===== config.mk =====
export PLATFORM = sky130hd
export DESIGN_NAME = stage_id
export DESIGN_NICKNAME = d
export VERILOG_FILES = /design/src/rtl/arm_pkg.sv /design/src/rtl/arm_register_file.sv /design/src/rtl/stage_id.sv
export SDC_FILE = /design/constraint.sdc
export NUM_CORES = 1
export LEC_CHECK = 0
export BUFFER_PORTS_ARGS = -buffer_cell sky130_fd_sc_hd__buf_4
export CORE_MARGIN = 5
export CORE_UTILIZATION = 39
export CTS_BUF_LIST = sky130_fd_sc_hd__clkbuf_4
export CTS_CLUSTER_SIZE = 20
export DETAILED_ROUTE_END_ITERATION = 16
export GPL_ROUTABILITY_DRIVEN = 0
export HOLD_SLACK_MARGIN = 0.15
export PLACE_DENSITY_LB_ADDON = 0.05
export SLEW_MARGIN = 20
export SYNTH_ARGS = -nofsm -noshare
export SYNTH_HDL_FRONTEND = slang
export SYNTH_SLANG_ARGS = --single-unit

===== constraint.sdc =====
create_clock -name clk -period 1.7 [get_ports clk]
set_input_delay 0.34 -clock clk [delete_from_list [all_inputs] [get_ports clk]]
set_output_delay 0.34 -clock clk [all_outputs]
set_load 0.02 [all_outputs]

===== src/rtl/arm_pkg.sv =====
// Shared encodings for the ARM decode stage: ALU commands, opcodes, condition codes,
// instruction modes and the ID/EX register layout.
package arm_pkg;

    localparam logic [3:0] CMD_NONE = 4'b0000;
    localparam logic [3:0] CMD_MOV  = 4'b0001;
    localparam logic [3:0] CMD_ADD  = 4'b0010;
    localparam logic [3:0] CMD_ADC  = 4'b0011;
    localparam logic [3:0] CMD_SUB  = 4'b0100;
    localparam logic [3:0] CMD_SBC  = 4'b0101;
    localparam logic [3:0] CMD_AND  = 4'b0110;
    localparam logic [3:0] CMD_ORR  = 4'b0111;
    localparam logic [3:0] CMD_EOR  = 4'b1000;
    localparam logic [3:0] CMD_MVN  = 4'b1001;

    localparam logic [3:0] OP_AND = 4'b0000;
    localparam logic [3:0] OP_EOR = 4'b0001;
    localparam logic [3:0] OP_SUB = 4'b0010;
    localparam logic [3:0] OP_ADD = 4'b0100;
    localparam logic [3:0] OP_ADC = 4'b0101;
    localparam logic [3:0] OP_SBC = 4'b0110;
    localparam logic [3:0] OP_TST = 4'b1000;
    localparam logic [3:0] OP_CMP = 4'b1010;
    localparam logic [3:0] OP_ORR = 4'b1100;
    localparam logic [3:0] OP_MOV = 4'b1101;
    localparam logic [3:0] OP_MVN = 4'b1111;

    localparam logic [3:0] COND_EQ = 4'd0;
    localparam logic [3:0] COND_NE = 4'd1;
    localparam logic [3:0] COND_CS = 4'd2;
    localparam logic [3:0] COND_CC = 4'd3;
    localparam logic [3:0] COND_MI = 4'd4;
    localparam logic [3:0] COND_PL = 4'd5;
    localparam logic [3:0] COND_VS = 4'd6;
    localparam logic [3:0] COND_VC = 4'd7;
    localparam logic [3:0] COND_HI = 4'd8;
    localparam logic [3:0] COND_LS = 4'd9;
    localparam logic [3:0] COND_GE = 4'd10;
    localparam logic [3:0] COND_LT = 4'd11;
    localparam logic [3:0] COND_GT = 4'd12;
    localparam logic [3:0] COND_LE = 4'd13;
    localparam logic [3:0] COND_AL = 4'd14;

    typedef enum logic [1:0] {
        MODE_DP  = 2'b00,
        MODE_MEM = 2'b01,
        MODE_BR  = 2'b10,
        MODE_RSV = 2'b11
    } mode_e;

    typedef struct packed {
        logic [31:0] pc;
        logic [31:0] val_rn;
        logic [31:0] val_rm;
        logic [3:0]  dest;
        logic [3:0]  exe_cmd;
        logic        mem_r_en;
        logic        mem_w_en;
        logic        wb_en;
        logic        b;
        logic        s;
        logic        imm;
        logic [11:0] shift_operand;
        logic [23:0] signed_imm_24;
        logic [3:0]  src1;
        logic [3:0]  src2;
    } idex_t;

    // sr is {N,Z,C,V}; cond 1111 is never-execute.
    function automatic logic cond_pass(input logic [3:0] cond, input logic [3:0] sr);
        logic n, z, c, v;
        {n, z, c, v} = sr;
        case (cond)
            COND_EQ: return z;
            COND_NE: return ~z;
            COND_CS: return c;
            COND_CC: return ~c;
            COND_MI: return n;
            COND_PL: return ~n;
            COND_VS: return v;
            COND_VC: return ~v;
            COND_HI: return c & ~z;
            COND_LS: return ~c | z;
            COND_GE: return n == v;
            COND_LT: return n != v;
            COND_GT: return ~z & (n == v);
            COND_LE: return z | (n != v);
            COND_AL: return 1'b1;
            default: return 1'b0;
        endcase
    endfunction

endpackage


===== src/rtl/arm_register_file.sv =====
// R0-R14 general registers with two write-through read ports; address 15 reads the PC.
module arm_register_file
    import arm_pkg::*;
(
    input  logic        clk,
    input  logic        rst_n,
    input  logic [3:0]  rd_addr1,
    input  logic [3:0]  rd_addr2,
    output logic [31:0] rd_data1,
    output logic [31:0] rd_data2,
    input  logic [31:0] pc_in,
    input  logic        wr_en,
    input  logic [3:0]  wr_addr,
    input  logic [31:0] wr_data
);

    logic [31:0] regs_q [15];
    logic [31:0] regs_d [15];

    always_comb begin
        regs_d = regs_q;
        for (int i = 0; i < 15; i++) begin
            if (wr_en && wr_addr == 4'(i)) regs_d[i] = wr_data;
        end
    end

    always_ff @(posedge clk or negedge rst_n) begin
        if (!rst_n) begin
            for (int i = 0; i < 15; i++) regs_q[i] <= '0;
        end else begin
            regs_q <= regs_d;
        end
    end

    // Reading regs_d gives the same-cycle bypass of an incoming write for free.
    function automatic logic [31:0] read_port(input logic [3:0] addr);
        logic [31:0] val;
        val = pc_in;
        for (int i = 0; i < 15; i++) begin
            if (addr == 4'(i)) val = regs_d[i];
        end
        return val;
    endfunction

    always_comb begin
        rd_data1 = read_port(rd_addr1);
        rd_data2 = read_port(rd_addr2);
    end

endmodule


===== src/rtl/stage_id.sv =====
// Instruction-decode stage: field decode, condition check, control generation,
// register-file reads and the ID/EX pipeline register.
module stage_id
    import arm_pkg::*;
(
    input  logic        clk,
    input  logic        rst,
    input  logic [31:0] PC_in,
    input  logic [31:0] Instruction,
    input  logic        flush,
    input  logic        hazard,
    input  logic [3:0]  SR,
    input  logic        WB_en,
    input  logic [3:0]  WB_dest,
    input  logic [31:0] WB_value,
    output logic [3:0]  src1,
    output logic [3:0]  src2,
    output logic        two_src,
    output logic [31:0] PC,
    output logic [31:0] Val_Rn,
    output logic [31:0] Val_Rm,
    output logic [3:0]  Dest,
    output logic [3:0]  EXE_CMD,
    output logic        MEM_R_EN,
    output logic        MEM_W_EN,
    output logic        WB_EN,
    output logic        B,
    output logic        S,
    output logic        imm,
    output logic [11:0] Shift_operand,
    output logic [23:0] Signed_imm_24,
    output logic [3:0]  src1_out,
    output logic [3:0]  src2_out
);

    logic [3:0]  cond, opcode, rn, rd, rm;
    mode_e       mode;
    logic        i_bit, s_bit, store;
    logic [31:0] rn_val, rm_val;
    logic [3:0]  exe_cmd;
    logic        mem_r, mem_w, wb, br, s_out, bubble;
    idex_t       idex_d, idex_q;

    always_comb begin
        cond    = Instruction[31:28];
        mode    = mode_e'(Instruction[27:26]);
        i_bit   = Instruction[25];
        opcode  = Instruction[24:21];
        s_bit   = Instruction[20];
        rn      = Instruction[19:16];
        rd      = Instruction[15:12];
        rm      = Instruction[3:0];
        store   = (mode == MODE_MEM) && !s_bit;
        src1    = rn;
        src2    = store ? rd : rm;
        two_src = ~i_bit | store;
    end

    arm_register_file u_rf (
        .clk      (clk),
        .rst_n    (rst),
        .rd_addr1 (src1),
        .rd_addr2 (src2),
        .rd_data1 (rn_val),
        .rd_data2 (rm_val),
        .pc_in    (PC_in),
        .wr_en    (WB_en),
        .wr_addr  (WB_dest),
        .wr_data  (WB_value)
    );

    always_comb begin
        exe_cmd = CMD_NONE;
        mem_r   = 1'b0;
        mem_w   = 1'b0;
        wb      = 1'b0;
        br      = 1'b0;
        s_out   = 1'b0;
        case (mode)
            MODE_DP: begin
                s_out = s_bit;
                wb    = 1'b1;
                case (opcode)
                    OP_MOV:  exe_cmd = CMD_MOV;
                    OP_MVN:  exe_cmd = CMD_MVN;
                    OP_ADD:  exe_cmd = CMD_ADD;
                    OP_ADC:  exe_cmd = CMD_ADC;
                    OP_SUB:  exe_cmd = CMD_SUB;
                    OP_SBC:  exe_cmd = CMD_SBC;
                    OP_AND:  exe_cmd = CMD_AND;
                    OP_ORR:  exe_cmd = CMD_ORR;
                    OP_EOR:  exe_cmd = CMD_EOR;
                    OP_CMP: begin exe_cmd = CMD_SUB; wb = 1'b0; end
                    OP_TST: begin exe_cmd = CMD_AND; wb = 1'b0; end
                    default: begin wb = 1'b0; s_out = 1'b0; end
                endcase
            end
            MODE_MEM: begin
                exe_cmd = CMD_ADD;
                mem_r   = s_bit;
                wb      = s_bit;
                mem_w   = ~s_bit;
            end
            MODE_BR:  br = 1'b1;
            default:  ;
        endcase
    end

    always_comb begin
        bubble               = flush | hazard | ~cond_pass(cond, SR);
        idex_d.pc            = PC_in;
        idex_d.val_rn        = rn_val;
        idex_d.val_rm        = rm_val;
        idex_d.dest          = rd;
        idex_d.exe_cmd       = bubble ? 4'b0000 : exe_cmd;
        idex_d.mem_r_en      = mem_r & ~bubble;
        idex_d.mem_w_en      = mem_w & ~bubble;
        idex_d.wb_en         = wb & ~bubble;
        idex_d.b             = br & ~bubble;
        idex_d.s             = s_out & ~bubble;
        idex_d.imm           = i_bit;
        idex_d.shift_operand = Instruction[11:0];
        idex_d.signed_imm_24 = Instruction[23:0];
        idex_d.src1          = src1;
        idex_d.src2          = src2;
        // A flushed slot must not look like a forwarding source downstream.
        if (flush) begin
            idex_d.dest = 4'd0;
            idex_d.src1 = 4'd0;
            idex_d.src2 = 4'd0;
        end
    end

    always_ff @(posedge clk or negedge rst) begin
        if (!rst) idex_q <= '0;
        else      idex_q <= idex_d;
    end

    assign PC            = idex_q.pc;
    assign Val_Rn        = idex_q.val_rn;
    assign Val_Rm        = idex_q.val_rm;
    assign Dest          = idex_q.dest;
    assign EXE_CMD       = idex_q.exe_cmd;
    assign MEM_R_EN      = idex_q.mem_r_en;
    assign MEM_W_EN      = idex_q.mem_w_en;
    assign WB_EN         = idex_q.wb_en;
    assign B             = idex_q.b;
    assign S             = idex_q.s;
    assign imm           = idex_q.imm;
    assign Shift_operand = idex_q.shift_operand;
    assign Signed_imm_24 = idex_q.signed_imm_24;
    assign src1_out      = idex_q.src1;
    assign src2_out      = idex_q.src2;

endmodule


==> implementation parameters <==
Parameter                              Value

Timing
  Worst setup margin ... -409 ps
  Slew at the pin with the worst max-slew slack ... around 830 ps
  Setup clock skew after layout ... between 50 and 60 ps
  Period Utilization, post-route ... 124%
  Highest attainable clock frequency ... around 470 MHz
  Number of max-slew violations in the final report ... 0
  Count of final hold-check violations ... 0
  Final setup violation count ... 205
  Worst slew margin relative to its limit ... between 40% and 50%
  Post-route minimum period ... between 2000 and 2500 ps
  Setup repair after global routing missed its margin ... true

Power
  Static Leakage ... roughly 26 nW
  Ratio of total power to cell area ... 956 mW/mm^2
  Internal power ... between 30 and 40 mW
  Clock share of power ... between 20% and 30%
  Proportion of total power due to net switching ... between 30% and 40%
  Net switching power of the design ... approximately 17 mW
  Post-layout power ... ~52 mW
  Combinational power share ... a little over a third
  Maximum resistive drop on vdd ... approximately 0.81 mV
  Part of the power in registers ... 36.2%

Floorplan
  Die Y ... between 200 and 300 um
  Site row count ... 105
  Floorplan die width ... 298 um
  DIE AREA ... around 0.089 sq mm
  IO Count ... between 200 and 300
  Core area ... between 0.08 and 0.09 sq mm
  Initial Utilization ... 39.4%

Synth
  Synthesized instance count ... 3229
  Yosys warning total ... 0
  Netlist area before placement ... about 0.032 sq mm
  Sequential share of the synthesized area ... 48.0%
  Distinct cells, synth ... 94
  Predominant post-synthesis flop cell ... sky130_fd_sc_hd__dfrtp_1
  Mean Syn Cell Area ... roughly 10 sq um
  Synthesis-stage register bit count ... between 600 and 700
  Async SR Flop Fraction ... 100%
  Number of flops mapped to enable cells by yosys ... 0
  Mapped Nets ... roughly 3.3k

Critical path
  CP cell instances ... buf_6
  Top Family by Delay on Critical Path ... flip-flops
  Worst-case register-to-register setup slack ... -130 ps
  Worst setup SP type ... flip-flop
  Slowest-stage cell, CP ... sky130_fd_sc_hd__dfrtp_2
  Largest incremental delay on the critical path ... roughly 500 ps
  CP Capture Type ... primary output
  Cells on worst reg2reg path ... 7
  Crit path buffers/inverters ... 1
  R2R Path Start ... u_rf.regs_q[445]$_DFF_PN0_
  Data arrival time of the worst path ... roughly 1800 ps
  Critical path start-end classification ... flip-flop to primary output
  Worst R2R End ... Val_Rm[29]$_DFF_PN0_
  Required @ worst endpoint ... ~1400 ps
  Peak fanout along the critical path ... 1

CTS
  CTS H-Tree Depth ... 4
  Total clock sinks ... 622
  TritonCTS clock tree ... built
  Clock buffer depth ... 3
  Library cell used as clock root buffer ... sky130_fd_sc_hd__clkbuf_4
  Latest clock arrival within the worst-skew pair ... around 1100 ps
  CTS Buf Count ... between 150 and 200
  Clock Pin Slew Worst Setup and Hold Paths ... roughly 70 ps

Layout
  Layout cells sized above 1 ... 47.3%
  Area of combinational cells with multiple inputs ... ~0.017 sq mm
  Layout-stage area growth over the synthesis result ... 68.5%
  Number of fillers in the final layout ... roughly 6.4k
  Fin nets ... 5124
  Area taken by flip-flops and latches ... between 0.015 and 0.02 sq mm
  Area of all placed cells without fillers ... around 0.055 sq mm
  Layout Cells excl Fill ... 6234

Detailed routing
  Vias per Instance ... 5.93
  Post-DR wirelength/cell ... approximately 27 um
  Number of search-and-repair iterations in the first detailed-routing pass ... 6
  Remaining number of nets flagged by the antenna check after routing ... 0
  Post-detailed-routing wire length ... about 170000 um
  Vias after detailed routing ... approximately 37k
  Iter 0 DRT Violations ... approximately 3.8k
  Count of unresolved DRC violations after routing ... 0

Hold path
  Hold Startpoint ... Instruction[31]
  Cell depth of the worst hold path ... 6
  Capture endpoint of the worst hold path ... S$_DFF_PN0_
  Path class of the lowest-slack min-delay path ... input pin to flip-flop

Placement
  Count of buffers from port buffering ... ~270
  Instance area after placement ... about 0.045 sq mm
  Post-Place Cells ... between 5k and 6k
  DPL Wire Length ... ~120000 um
  Worst setup slack before clock tree synthesis ... -1720 ps

Flow run
  Max cap viols ... 0

GRT
  Global-route wire length before repair ... ~240000 um
  Global route total overflow ... 0
  Combined global-route utilization of all metal layers ... between 30% and 40%
  Number of antenna violations at the first check in global routing ... 2
  Largest net degree at the start of global routing ... between 70 and 80
  Via count of the first global-routing pass ... roughly 39k

Status
  Failing checks ... setup timing
  Outcome ... finished with violations
## worst max-delay path by stage
stage / start / endpoint / slack (ps) / cells after the start
4_1_cts: Val_Rm[16]$_DFF_PN0_ / Val_Rm[16] / -460 / 1
3_3_place_gp: Instruction[20] / Val_Rm[25]$_DFF_PN0_ / -1950 / 10
5_1_grt: Val_Rm[5]$_DFF_PN0_ / Val_Rm[5] / -460 / 1
2_1_floorplan: Instruction[26] / Val_Rm[20]$_DFF_PN0_ / -760 / 11
6_report: Val_Rm[15]$_DFF_PN0_ / Val_Rm[15] / -410 / 1
3_5_place_dp: Instruction[20] / Val_Rm[22]$_DFF_PN0_ / -1720 / 11
## state kept, by name, indices dropped and copies added (netlist names)
name           flops
B                  1
Dest               4
EXE_CMD            4
MEM_R_EN           1
MEM_W_EN           1
PC                32
S                  1
Signed_imm_24     24
Val_Rm            32
Val_Rn            32
WB_EN              1
imm                1
src1_out           4
src2_out           4
u_rf.regs_q      480
## repair_timing
| action | in CTS | in global routing |
|---|---|---|
| pin swaps | 105 | 154 |
| hold buffers | 338 | 23 |
| gates cloned | 3 | 4 |
| resized for setup | 406 | 327 |
| buffers inserted | 43 | 47 |
| endpoints found under the hold margin | 1239 | 28 |
| endpoints found under the setup margin | 217 | 234 |
## logic make-up (layout without fill, tap and decap cells)
kind of cell	count (synthesis)	in the layout	synth area share, %
XOR/XNOR	4	4	0.108
multiplexers	433	436	14.6
other	0	7	0
AO/OA/AOI/OAI	1059	1059	21.6
AND/OR/NAND/NOR	623	623	9.40
flip-flops	622	622	48.0
buffers and inverters	488	2413	6.19
## power groups by stage
stage	combinational, mW	clock [mW]	sequential, mW
after floorplan	6.25	0	19.0
after global placement	14.8	0	18.8
after detailed placement	15.0	0	18.9
after CTS	17.3	15.2	18.8
after global routing	19.3	16.1	19.1
final	18.4	14.9	18.9
## synthesized netlist by cell type (8+ instances only)
library cell / count / area share, %
sky130_fd_sc_hd__a2111oi_0: 18 / 0.49
sky130_fd_sc_hd__a211o_1: 12 / 0.32
sky130_fd_sc_hd__a211oi_1: 58 / 1.3
sky130_fd_sc_hd__a21boi_0: 13 / 0.30
sky130_fd_sc_hd__a21o_1: 27 / 0.63
sky130_fd_sc_hd__a21oi_1: 226 / 3.5
sky130_fd_sc_hd__a221o_1: 22 / 0.68
sky130_fd_sc_hd__a221oi_1: 55 / 1.5
sky130_fd_sc_hd__a222oi_1: 17 / 0.53
sky130_fd_sc_hd__a22o_1: 9 / 0.24
sky130_fd_sc_hd__a22oi_1: 34 / 0.79
sky130_fd_sc_hd__a2bb2oi_1: 12 / 0.32
sky130_fd_sc_hd__a311oi_1: 10 / 0.27
sky130_fd_sc_hd__a31oi_1: 32 / 0.62
sky130_fd_sc_hd__and2_1: 8 / 0.15
sky130_fd_sc_hd__buf_1: 14 / 0.16
sky130_fd_sc_hd__buf_2: 51 / 0.79
sky130_fd_sc_hd__buf_4: 22 / 0.51
sky130_fd_sc_hd__clkbuf_1: 188 / 2.2
sky130_fd_sc_hd__dfrtp_1: 622 / 48
sky130_fd_sc_hd__inv_1: 208 / 2.4
sky130_fd_sc_hd__mux2_2: 207 / 7.2
sky130_fd_sc_hd__mux2i_1: 209 / 6.5
sky130_fd_sc_hd__nand2_1: 194 / 2.2
sky130_fd_sc_hd__nand3_1: 121 / 1.9
sky130_fd_sc_hd__nand4b_1: 8 / 0.22
sky130_fd_sc_hd__nor2_1: 143 / 1.7
sky130_fd_sc_hd__nor2b_1: 18 / 0.35
sky130_fd_sc_hd__nor3_1: 29 / 0.45
sky130_fd_sc_hd__nor3b_1: 13 / 0.30
sky130_fd_sc_hd__nor4_1: 12 / 0.23
sky130_fd_sc_hd__nor4b_1: 10 / 0.27
sky130_fd_sc_hd__nor4bb_1: 11 / 0.34
sky130_fd_sc_hd__o211ai_1: 36 / 0.83
sky130_fd_sc_hd__o21a_1: 18 / 0.42
sky130_fd_sc_hd__o21ai_0: 249 / 3.8
sky130_fd_sc_hd__o21ai_1: 14 / 0.22
sky130_fd_sc_hd__o221ai_1: 57 / 1.5
sky130_fd_sc_hd__o22ai_1: 77 / 1.5
sky130_fd_sc_hd__o31ai_1: 12 / 0.28
## cell type report
cell class,count,area share [%]
inverter,209,1.44
antenna,7,0.0321
timing repair buffer,1881,31.2
multi-input combinational,2122,32.0
clock buffer,268,3.68
sequential,622,28.5
clock inverter,55,0.637
tap,1070,2.45
## worst min-delay path, cell delays in order
cell                      delay (ps)
sky130_fd_sc_hd__buf_4           130
sky130_fd_sc_hd__o41ai_1          90
sky130_fd_sc_hd__nand2_1          70
sky130_fd_sc_hd__a311o_1         190
sky130_fd_sc_hd__buf_2           150
sky130_fd_sc_hd__nor4b_1          60
## routing by layer
metal	part of all wire, %	vias to the layer above	track usage, %
met4	7.9	0	24.5
met1	37	18400	43.4
li1	-	15700	-
met2	47	2301	59.2
met5	0	-	0
met3	8.2	657	6.88
## placed cells by master, fill, tap and decap left out, types with 22 or more instances in the layout
| master | count |
|---|---|
| sky130_fd_sc_hd__nand2_1 | 171 |
| sky130_fd_sc_hd__o211ai_1 | 36 |
| sky130_fd_sc_hd__a22oi_1 | 32 |
| sky130_fd_sc_hd__dfrtp_1 | 615 |
| sky130_fd_sc_hd__a221oi_2 | 24 |
| sky130_fd_sc_hd__o21ai_0 | 146 |
| sky130_fd_sc_hd__a21oi_1 | 187 |
| sky130_fd_sc_hd__o21ai_2 | 49 |
| sky130_fd_sc_hd__mux2i_2 | 31 |
| sky130_fd_sc_hd__a221oi_1 | 28 |
| sky130_fd_sc_hd__nor2_1 | 118 |
| sky130_fd_sc_hd__a21oi_2 | 33 |
| sky130_fd_sc_hd__mux2_2 | 168 |
| sky130_fd_sc_hd__mux2_4 | 45 |
| sky130_fd_sc_hd__clkinv_1 | 41 |
| sky130_fd_sc_hd__a211oi_2 | 34 |
| sky130_fd_sc_hd__o22ai_1 | 75 |
| sky130_fd_sc_hd__a221o_1 | 22 |
| sky130_fd_sc_hd__mux2i_1 | 171 |
| sky130_fd_sc_hd__a21o_1 | 26 |
| sky130_fd_sc_hd__clkbuf_4 | 268 |
| sky130_fd_sc_hd__buf_4 | 1214 |
| sky130_fd_sc_hd__o21ai_1 | 60 |
| sky130_fd_sc_hd__a31oi_1 | 22 |
| sky130_fd_sc_hd__nand3_1 | 113 |
| sky130_fd_sc_hd__inv_1 | 205 |
| sky130_fd_sc_hd__buf_12 | 82 |
| sky130_fd_sc_hd__dlygate4sd3_1 | 338 |
| sky130_fd_sc_hd__o221ai_1 | 46 |
| sky130_fd_sc_hd__buf_6 | 213 |
## through the flow
| step | hold WS (ps) | TNS (ps) | util, % |
|---|---|---|---|
| after global routing | 3.05 | -56360 | 66.4 |
| after global placement | 228 | -218720 | 54.7 |
| after floorplan | 44.4 | -51090 | - |
| final | 1.84 | -43400 | 66.4 |
| after CTS | 93.5 | -61470 | 64.2 |
| after detailed placement | 229 | -226030 | 54.7 |
Power figures use the tool's default switching activity.
